==> config.mk <==
export PLATFORM = sky130hd
export DESIGN_NAME = mem_stage
export DESIGN_NICKNAME = d
export VERILOG_FILES = /design/src/rtl/mem_stage.sv
export SDC_FILE = /design/constraint.sdc
export NUM_CORES = 1
export LEC_CHECK = 0
export BUFFER_PORTS_ARGS = -buffer_cell sky130_fd_sc_hd__buf_2
export CAP_MARGIN = 20
export CORE_MARGIN = 1
export CORE_UTILIZATION = 50
export CTS_CLUSTER_SIZE = 12
export DETAILED_ROUTE_END_ITERATION = 16
export PLACE_DENSITY = 0.8
export SYNTH_ARGS = -nofsm -noshare
export SYNTH_HDL_FRONTEND = slang
export SYNTH_SLANG_ARGS = --single-unit
==> constraint.sdc <==
create_clock -name clk -period 2.7 [get_ports clk]
set_input_delay 0.54 -clock clk [delete_from_list [all_inputs] [get_ports clk]]
set_output_delay 0.54 -clock clk [all_outputs]
set_load 0.1 [all_outputs]
==> src/rtl/mem_stage.sv <==
// MEM pipeline stage: runs loads/stores on the req/ack data bus, aligns and
// extends load data, and produces the MEM/WB payload.
package mem_stage_pkg;
  localparam int unsigned XLEN = 32;

  typedef enum logic [1:0] {
    MEM_OP_NONE  = 2'd0,
    MEM_OP_LOAD  = 2'd1,
    MEM_OP_STORE = 2'd2
  } mem_op_t;

  typedef struct packed {
    logic [4:0]      rd_addr;
    logic [XLEN-1:0] rd_data;
    mem_op_t         mem_op;
  } wb_params_t;
endpackage

module mem_stage #(
  parameter int unsigned XLEN    = mem_stage_pkg::XLEN,
  parameter int unsigned TIMEOUT = 255
) (
  input  logic                     clk,
  input  logic                     rst_n,
  input  logic                     ex_valid,
  input  logic [1:0]               ex_mem_op,
  input  logic [1:0]               ex_size,
  input  logic                     ex_signed,
  input  logic [XLEN-1:0]          ex_addr,
  input  logic [XLEN-1:0]          ex_store_data,
  input  logic [4:0]               ex_rd_addr,
  output logic                     stall,
  output logic                     mem_fault,
  output logic                     dbus_req,
  output logic                     dbus_we,
  output logic [XLEN-1:0]          dbus_addr,
  output logic [3:0]               dbus_be,
  output logic [XLEN-1:0]          dbus_wdata,
  input  logic                     dbus_ack,
  input  logic [XLEN-1:0]          dbus_rdata,
  output mem_stage_pkg::wb_params_t wb_params_out
);
  import mem_stage_pkg::*;

  localparam int unsigned CW = (TIMEOUT < 2) ? 1 : $clog2(TIMEOUT);

  typedef enum logic [1:0] {IDLE, REQ, DONE} state_t;

  state_t          state_q, state_d;
  logic [CW-1:0]   cnt_q;
  logic [4:0]      rd_q;
  logic            store_q;
  logic [1:0]      size_q;
  logic            signed_q;
  logic [1:0]      lo_q;
  logic [XLEN-1:0] rdata_q;
  logic            abort_q;

  logic            is_mem, misalign, start, fault_mis, to_hit;
  logic [XLEN-1:0] lane_sh, load_data;

  assign is_mem    = (ex_mem_op == MEM_OP_LOAD) || (ex_mem_op == MEM_OP_STORE);
  assign misalign  = (ex_size == 2'd1) ? ex_addr[0]
                   : (ex_size == 2'd0) ? 1'b0
                   : (ex_addr[1:0] != 2'b00);
  assign start     = (state_q == IDLE) && ex_valid && !abort_q && is_mem && !misalign;
  assign fault_mis = (state_q == IDLE) && ex_valid && !abort_q && is_mem && misalign;
  assign to_hit    = (state_q == REQ) && !dbus_ack && (cnt_q == CW'(TIMEOUT - 1));

  always_comb begin
    lane_sh = rdata_q >> {lo_q, 3'b000};
    case (size_q)
      2'd0:    load_data = {{(XLEN-8){signed_q & lane_sh[7]}}, lane_sh[7:0]};
      2'd1:    load_data = {{(XLEN-16){signed_q & lane_sh[15]}}, lane_sh[15:0]};
      default: load_data = rdata_q;
    endcase
  end

  // The cycle after a timeout still sees the aborted instruction in EX/MEM;
  // abort_q makes IDLE let it advance without re-issuing it.
  always_comb begin
    state_d       = state_q;
    stall         = 1'b0;
    wb_params_out = '{rd_addr: '0, rd_data: '0, mem_op: MEM_OP_NONE};
    case (state_q)
      IDLE: begin
        if (ex_valid && !abort_q) begin
          if (!is_mem) begin
            wb_params_out = '{rd_addr: ex_rd_addr, rd_data: ex_addr, mem_op: MEM_OP_NONE};
          end else if (!misalign) begin
            stall   = 1'b1;
            state_d = REQ;
          end
        end
      end
      REQ: begin
        stall = 1'b1;
        if (dbus_ack)    state_d = DONE;
        else if (to_hit) state_d = IDLE;
      end
      DONE: begin
        state_d = IDLE;
        if (store_q)
          wb_params_out = '{rd_addr: '0, rd_data: '0, mem_op: MEM_OP_STORE};
        else
          wb_params_out = '{rd_addr: rd_q, rd_data: load_data, mem_op: MEM_OP_LOAD};
      end
      default: state_d = IDLE;
    endcase
    // Outputs read as reset values while rst_n is held low, whatever EX presents.
    if (!rst_n) begin
      stall         = 1'b0;
      wb_params_out = '{rd_addr: '0, rd_data: '0, mem_op: MEM_OP_NONE};
    end
  end

  always_ff @(posedge clk or negedge rst_n) begin
    if (!rst_n) begin
      state_q    <= IDLE;
      cnt_q      <= '0;
      rd_q       <= '0;
      store_q    <= 1'b0;
      size_q     <= '0;
      signed_q   <= 1'b0;
      lo_q       <= '0;
      rdata_q    <= '0;
      abort_q    <= 1'b0;
      mem_fault  <= 1'b0;
      dbus_req   <= 1'b0;
      dbus_we    <= 1'b0;
      dbus_addr  <= '0;
      dbus_be    <= '0;
      dbus_wdata <= '0;
    end else begin
      state_q   <= state_d;
      mem_fault <= fault_mis | to_hit;
      abort_q   <= to_hit;
      if (start) begin
        rd_q      <= ex_rd_addr;
        store_q   <= (ex_mem_op == MEM_OP_STORE);
        size_q    <= ex_size;
        signed_q  <= ex_signed;
        lo_q      <= ex_addr[1:0];
        cnt_q     <= '0;
        dbus_req  <= 1'b1;
        dbus_we   <= (ex_mem_op == MEM_OP_STORE);
        dbus_addr <= {ex_addr[XLEN-1:2], 2'b00};
        case (ex_size)
          2'd0: begin
            dbus_be    <= 4'b0001 << ex_addr[1:0];
            dbus_wdata <= {4{ex_store_data[7:0]}};
          end
          2'd1: begin
            dbus_be    <= 4'b0011 << ex_addr[1:0];
            dbus_wdata <= {2{ex_store_data[15:0]}};
          end
          default: begin
            dbus_be    <= 4'b1111;
            dbus_wdata <= ex_store_data;
          end
        endcase
      end else if (state_q == REQ) begin
        if (dbus_ack) begin
          rdata_q  <= dbus_rdata;
          dbus_req <= 1'b0;
        end else if (to_hit) begin
          dbus_req <= 1'b0;
        end else begin
          cnt_q <= cnt_q + 1'b1;
        end
      end
    end
  end
endmodule

==> results of run 1 <==
synthesized netlist by cell type (4+ instances only):
master / number
o22ai_1: 8
nor2b_1: 4
nand2_1: 197
o2bb2ai_1: 7
xor2_1: 5
nor2_1: 33
buf_4: 8
o21ai_0: 46
o211ai_1: 12
a222oi_1: 7
a22oi_1: 5
dfrtp_1: 122
buf_1: 4
buf_6: 4
nand2b_1: 10
clkbuf_1: 19
mux2_2: 26
mux2i_1: 18
inv_1: 13
a311oi_1: 8
buf_2: 15
nand3_1: 11
a221o_1: 16
a21oi_1: 31
where the power goes:
part / leakage, nW / switching [mW] / internal (mW)
logic: 2.71 / 3.89 / 1.14
registers: 1.50 / 0.495 / 2.44
clock network: 0.296 / 0.861 / 1.48
through the flow:
stage | hold slack (ns) | power, mW | utilization
finish | 0.0783 | 10.3 | 0.777
CTS | 0.0653 | 10.2 | 0.776
detailed placement | 0.458 | 7.77 | 0.700
global route | 0.0790 | 10.7 | 0.777
global placement | 0.452 | 7.69 | 0.700
floorplan | 0.244 | 6.71 | -
final cells by class:
type,count,area [µm²],area share
multi-input combinational,491,3320,0.355
sequential,122,3060,0.327
timing repair buffer,260,2110,0.225
clock buffer,18,439,0.0469
tap,168,210,0.0224
clock inverter,14,173,0.0184
inverter,13,52.6,0.00561
metal layers:
| layer | global-route usage | vias up | share of wire |
|---|---|---|---|
| li1 | - | 2814 | - |
| met1 | 0.409 | 3003 | 0.39 |
| met2 | 0.531 | 338 | 0.49 |
| met3 | 0.0717 | 60 | 0.084 |
| met4 | 0.136 | 0 | 0.033 |
| met5 | 0 | - | 0 |
layout by cell type, fill, tap and decap left out, types with 3 or more instances in the layout:
master / instances
a311oi_4: 9
dfrtp_2: 5
nand2_2: 4
a22oi_2: 5
nand3_1: 11
mux2i_1: 18
a21oi_2: 4
a222oi_1: 7
buf_12: 45
clkbuf_16: 17
clkinv_2: 3
nor2_1: 26
inv_1: 12
o22ai_1: 8
and2_1: 3
o211ai_1: 12
dfrtp_1: 116
clkinvlp_4: 3
a21oi_1: 27
nor2_2: 7
buf_6: 6
xor2_1: 5
nand2_4: 3
buf_2: 177
nand2b_1: 10
buf_4: 30
mux2_2: 24
clkinv_4: 5
o2bb2ai_4: 7
o21ai_0: 45
bufinv_16: 3
a221o_2: 16
nand2_1: 191
final timing paths:
path / endpoint / start / slack, ns
setup reg to reg: dbus_wdata[16] / state_q[1] / 0.32
min in group clk: dbus_addr[17] / ex_addr[17] / 0.33
setup / recovery: wb_params_out[11] / state_q[1] / -0.1
max in group asynchronous: lo_q[0] / rst_n / 1.19
hold / removal: store_q / rst_n / 0.08
hold reg to reg: dbus_addr[25] / dbus_addr[25] / 0.47
registers in the layout, summed over array words and instances (netlist names), 2 cells and up:
register    flops
dbus_wdata     32
rdata_q        32
dbus_addr      30
cnt_q           8
rd_q            5
dbus_be         4
lo_q            2
size_q          2
state_q         2
cell families (layout without fill, tap and decap cells):
group / count (synthesis) / after routing / share of synthesized area
other: 1 / 2 / 0.000602
AO/OA/AOI/OAI: 154 / 154 / 0.170
buffers and inverters: 63 / 305 / 0.0506
adder cells (fa/ha/maj): 3 / 3 / 0.00603
XOR/XNOR: 6 / 6 / 0.00844
AND/OR/NAND/NOR: 282 / 282 / 0.199
flip-flops: 122 / 122 / 0.490
multiplexers: 44 / 44 / 0.0759
what timing repair did:
action	CTS	global route
pin swaps	24	22
resized for setup	33	18
hold buffers	0	0
gates cloned	2	0
endpoints found under the setup margin	38	38
endpoints found under the hold margin	0	0
buffers inserted	14	6
worst max-delay path, stage by stage, from the launching register on:
cell	delay, ns
dfrtp_1	0.40
buf_6	0.14
nor4b_4	0.28
and2_4	0.24
buf_12	0.14
buf_4	0.11
a21oi_2	0.06
a311oi_4	0.24
buf_12	0.21
==> impl_metrics.yaml, run 1 <==
global_route:
  grt_overflow: 0
  grt_pass1_vias: 6163
  grt_pass1_wl_um: 31900
  grt_max_degree: 73
  antenna_found_initial: 0
  grt_usage: 0.322
worst_setup_path:
  path_max_fanout: 11
  crit_type: "flop to output port"
  required_ns: 2.16
  worst_ep_arrival_time_ns: 2.26
  critPathLaunchType: "flop"
  worstSetupEndpointType: "output port"
  worst-r2r-cell-count: 8
hold_path:
  hold_class: "input pin to asynchronous set/reset pin"
routing:
  viasPerCell: 5.72
  dr.first_iter.drc_count: 549
  via_count: 6215
  wirelength_um: 20200
  wl_per_cell_um: 18.6
  remaining_drc_errors: 0
  drtPass1Iterations: 6
  postRouteAntennaNets: 0
cells_and_area:
  final_area_mm2: 0.00937
  nets: 1018
  area_delta_synth_final_pct: 50.4
  diodes: 0
  instances_no_fill: 1086
  n_fill_cell: 770
  drive_gt1_frac: 0.432
clocking:
  cts-root-buf: "clkbuf_16"
  cts_sinks: 122
  clk_latency_ns: 0.42
  cts.clk_slew.worst_paths_ns: 0.06
  htreeDepth: 4
  cts_tree: "done"
  clockBufferDepth: 2
  numCtsBuffers: 17
synth:
  yosys_most_used_dff: "dfrtp_1"
  async_flop_share: 1.00
  synth-warning-count: 0
  synthesis.area_mm2: 0.00623
  syn-mean-instance-area_um2: 9.23
  synthTopCellsByArea: "dfrtp_1 (49%), nand2_1 (12%), mux2_2 (4.7%), o21ai_0 (3.7%), mux2i_1 (2.9%)"
  synth-seq-area-share: 0.490
  synth_edf_count: 0
  netlist-cell-type-count: 59
  ys_ff_latch: 122
  syn_inst: 675
  synth_top_area_cell: "dfrtp_1"
  synth_top_area_frac: 0.490
sta:
  tns_ns: -2.21
  finClkSkew_ns: 0.00718
  slew_violations: 0
  fin_crit_ns: 2.80
  rsz0062_at_grt: "yes"
  slew-limit-headroom: 0.393
  max_freq_mhz: 358
  timing.final.ws_setup_ns: -0.0970
  tightest_slew_ns: 0.910
  setup-violations-final: 33
  period_share: 1.04
  hold_viol: 0
placed_design:
  port-buffer-count: 218
  place_hpwl_um: 13400
  dpl-instance-area_mm2: 0.00845
  gp_congestion: 0.931
  dp_cells: 1037
  preCtsSetupSlack_ns: 0.0777
die:
  fp.dieArea_mm2: 0.0129
  die_w_um: 114
  core-area_mm2: 0.0121
  die_h_um: 114
  rows: 40
  io_pins: 221
  start_util: 0.516
power_and_ir_drop:
  power_density_mw_per_mm2: 1100
  ir_drop_uv: 836
  leakagePower_nw: 4.50
outcome:
  violations: "negative setup slack"
  outcome: "finished, violations left"
run:
  cap_violations: 0
(Power assumes the default switching activity.)
==> inputs of run 2 (changes only) <==
--- a/config.mk
+++ b/config.mk
@@ -8,10 +8,11 @@
 export BUFFER_PORTS_ARGS = -buffer_cell sky130_fd_sc_hd__buf_2
 export CAP_MARGIN = 20
 export CORE_MARGIN = 1
-export CORE_UTILIZATION = 50
+export CORE_UTILIZATION = 45
 export CTS_CLUSTER_SIZE = 12
 export DETAILED_ROUTE_END_ITERATION = 16
-export PLACE_DENSITY = 0.8
+export PLACE_DENSITY = 0.73
+export SLEW_MARGIN = 20
 export SYNTH_ARGS = -nofsm -noshare
 export SYNTH_HDL_FRONTEND = slang
 export SYNTH_SLANG_ARGS = --single-unit
==> impl_metrics.yaml, run 2 (synthesized netlist as in run 1, its figures left out) <==
cells_and_area:
  n_fill_cell: 1032
  diodes: 0
  nets: 1020
  seqCellArea_mm2: 0.00306
  final_cell_mix: "nand2_1 (188), buf_2 (177), dfrtp_1 (116)"
  final_common_cell: "nand2_1"
  multi_input_area_mm2: 0.00336
  area_delta_synth_final_pct: 51.6
  drive_gt1_frac: 0.442
  top_regs: "dbus_wdata x32, rdata_q x32, dbus_addr x30"
placed_design:
  preCtsSetupSlack_ns: 0.0839
  place_hpwl_um: 13700
  gp_congestion: 0.898
  port-buffer-count: 218
routing:
  postRouteAntennaNets: 0
  wl_per_cell_um: 18.5
  viasPerCell: 5.58
  remaining_drc_errors: 0
  dr.first_iter.drc_count: 525
  drtPass1Iterations: 7
  wirelength_um: 20200
  via_count: 6106
global_route:
  grt_usage: 0.292
  grt_overflow: 0
  grt_pass1_wl_um: 32300
  antenna_found_initial: 0
  grt_pass1_vias: 6014
  grt_max_degree: 77
run:
  cap_violations: 0
clocking:
  htreeDepth: 4
  cts_tree: "done"
  cts.clk_slew.worst_paths_ns: 0.06
  cts-root-buf: "clkbuf_16"
  numCtsBuffers: 17
  cts_sinks: 122
  clk_latency_ns: 0.42
  clockBufferDepth: 2
sta:
  finClkSkew_ns: 0.00585
  slew-limit-headroom: 0.459
  setup-violations-final: 8
  fin_crit_ns: 2.86
  hold_viol: 0
  rsz0062_at_grt: "yes"
  tns_ns: -0.945
  period_share: 1.06
  tightest_slew_ns: 0.812
  max_freq_mhz: 349
  slew_violations: 0
  timing.final.ws_setup_ns: -0.162
  hold_slack_ns: 0.105
outcome:
  outcome: "finished, violations left"
  violations: "negative setup slack"
power_and_ir_drop:
  leakagePower_nw: 4.52
  power.share.clock: 0.222
  intPower_mw: 5.19
  power_frac_seq: 0.280
  switching_power_mw: 5.32
  ir_drop_uv: 791
  power_frac_comb: 0.498
  power_density_mw_per_mm2: 1110
  switching_share: 0.506
die:
  fp.dieArea_mm2: 0.0143
  rows: 42
  die_h_um: 120
  start_util: 0.467
  core-area_mm2: 0.0133
  io_pins: 221
  die_w_um: 120
worst_setup_path:
  critPathLaunchType: "flop"
  crit_type: "flop to output port"
  worstSetupEndpointType: "output port"
  r2r_slack_ns: 0.58
  path_max_fanout: 6
  worst_ep_arrival_time_ns: 2.32
  required_ns: 2.16
hold_path:
  hold_class: "input pin to asynchronous set/reset pin"
-- run 2: final timing paths --
kind | startpoint | end | cells after the start
worst max-delay path | lo_q[1] | wb_params_out[14] | 7
worst min-delay path | rst_n | dbus_addr[25] | 2
worst max register to register | state_q[1] | dbus_wdata[16] | 6
worst min register to register | dbus_addr[19] | dbus_addr[19] | 2
max in group asynchronous | rst_n | store_q | 3
min in group clk | ex_signed | signed_q | 3
-- run 2: final cells by class --
cell class,count,share of cell area
repair buffers,262,0.228
inverters,13,0.00557
clock inverters,12,0.0158
clock buffers,19,0.0480
flip-flops and latches,122,0.324
well taps,176,0.0233
multi-input cells,491,0.355
-- run 2: routing by layer --
layer / share of wire / vias up / global-route usage
met5: 0 / - / 0
met4: 0.032 / 0 / 0.137
met3: 0.068 / 52 / 0.0632
met2: 0.49 / 295 / 0.467
met1: 0.41 / 2949 / 0.377
li1: - / 2810 / -
-- run 2: timing repair --
| item | 4_1_cts | 5_1_grt |
|---|---|---|
| gates cloned | 1 | 0 |
| endpoints found under the setup margin | 29 | 33 |
| hold buffers | 0 | 0 |
| gates resized for setup | 32 | 21 |
| buffers inserted | 15 | 1 |
| pin swaps | 21 | 11 |
-- run 2: power by group through the flow --
stage	Sequential [mW]	Clock, mW	Combinational, mW
5_1_grt	3.01	2.44	5.46
2_1_floorplan	5.16	0	1.55
3_5_place_dp	2.91	0	4.91
6_report	2.94	2.33	5.24
3_3_place_gp	2.89	0	4.85
4_1_cts	2.91	2.35	5.15
-- run 2: critical path: stages, from the launching register on --
cell      delay (ns)
dfrtp_2         0.48
buf_12          0.17
buf_12          0.13
nand2_4         0.06
o22ai_2         0.06
a222oi_1        0.61
a311oi_4        0.18
buf_12          0.20
-- run 2: stage by stage --
stage / utilization / power, mW / std cells / area, µm²
after floorplan: - / 6.71 / 676 / 6620
after global placement: 0.637 / 7.74 / 1048 / 8500
after detailed placement: 0.637 / 7.81 / 1048 / 8500
after CTS: 0.702 / 10.4 / 1095 / 9380
after global routing: 0.707 / 10.9 / 1095 / 9440
final: 0.707 / 10.5 / 1095 / 9440
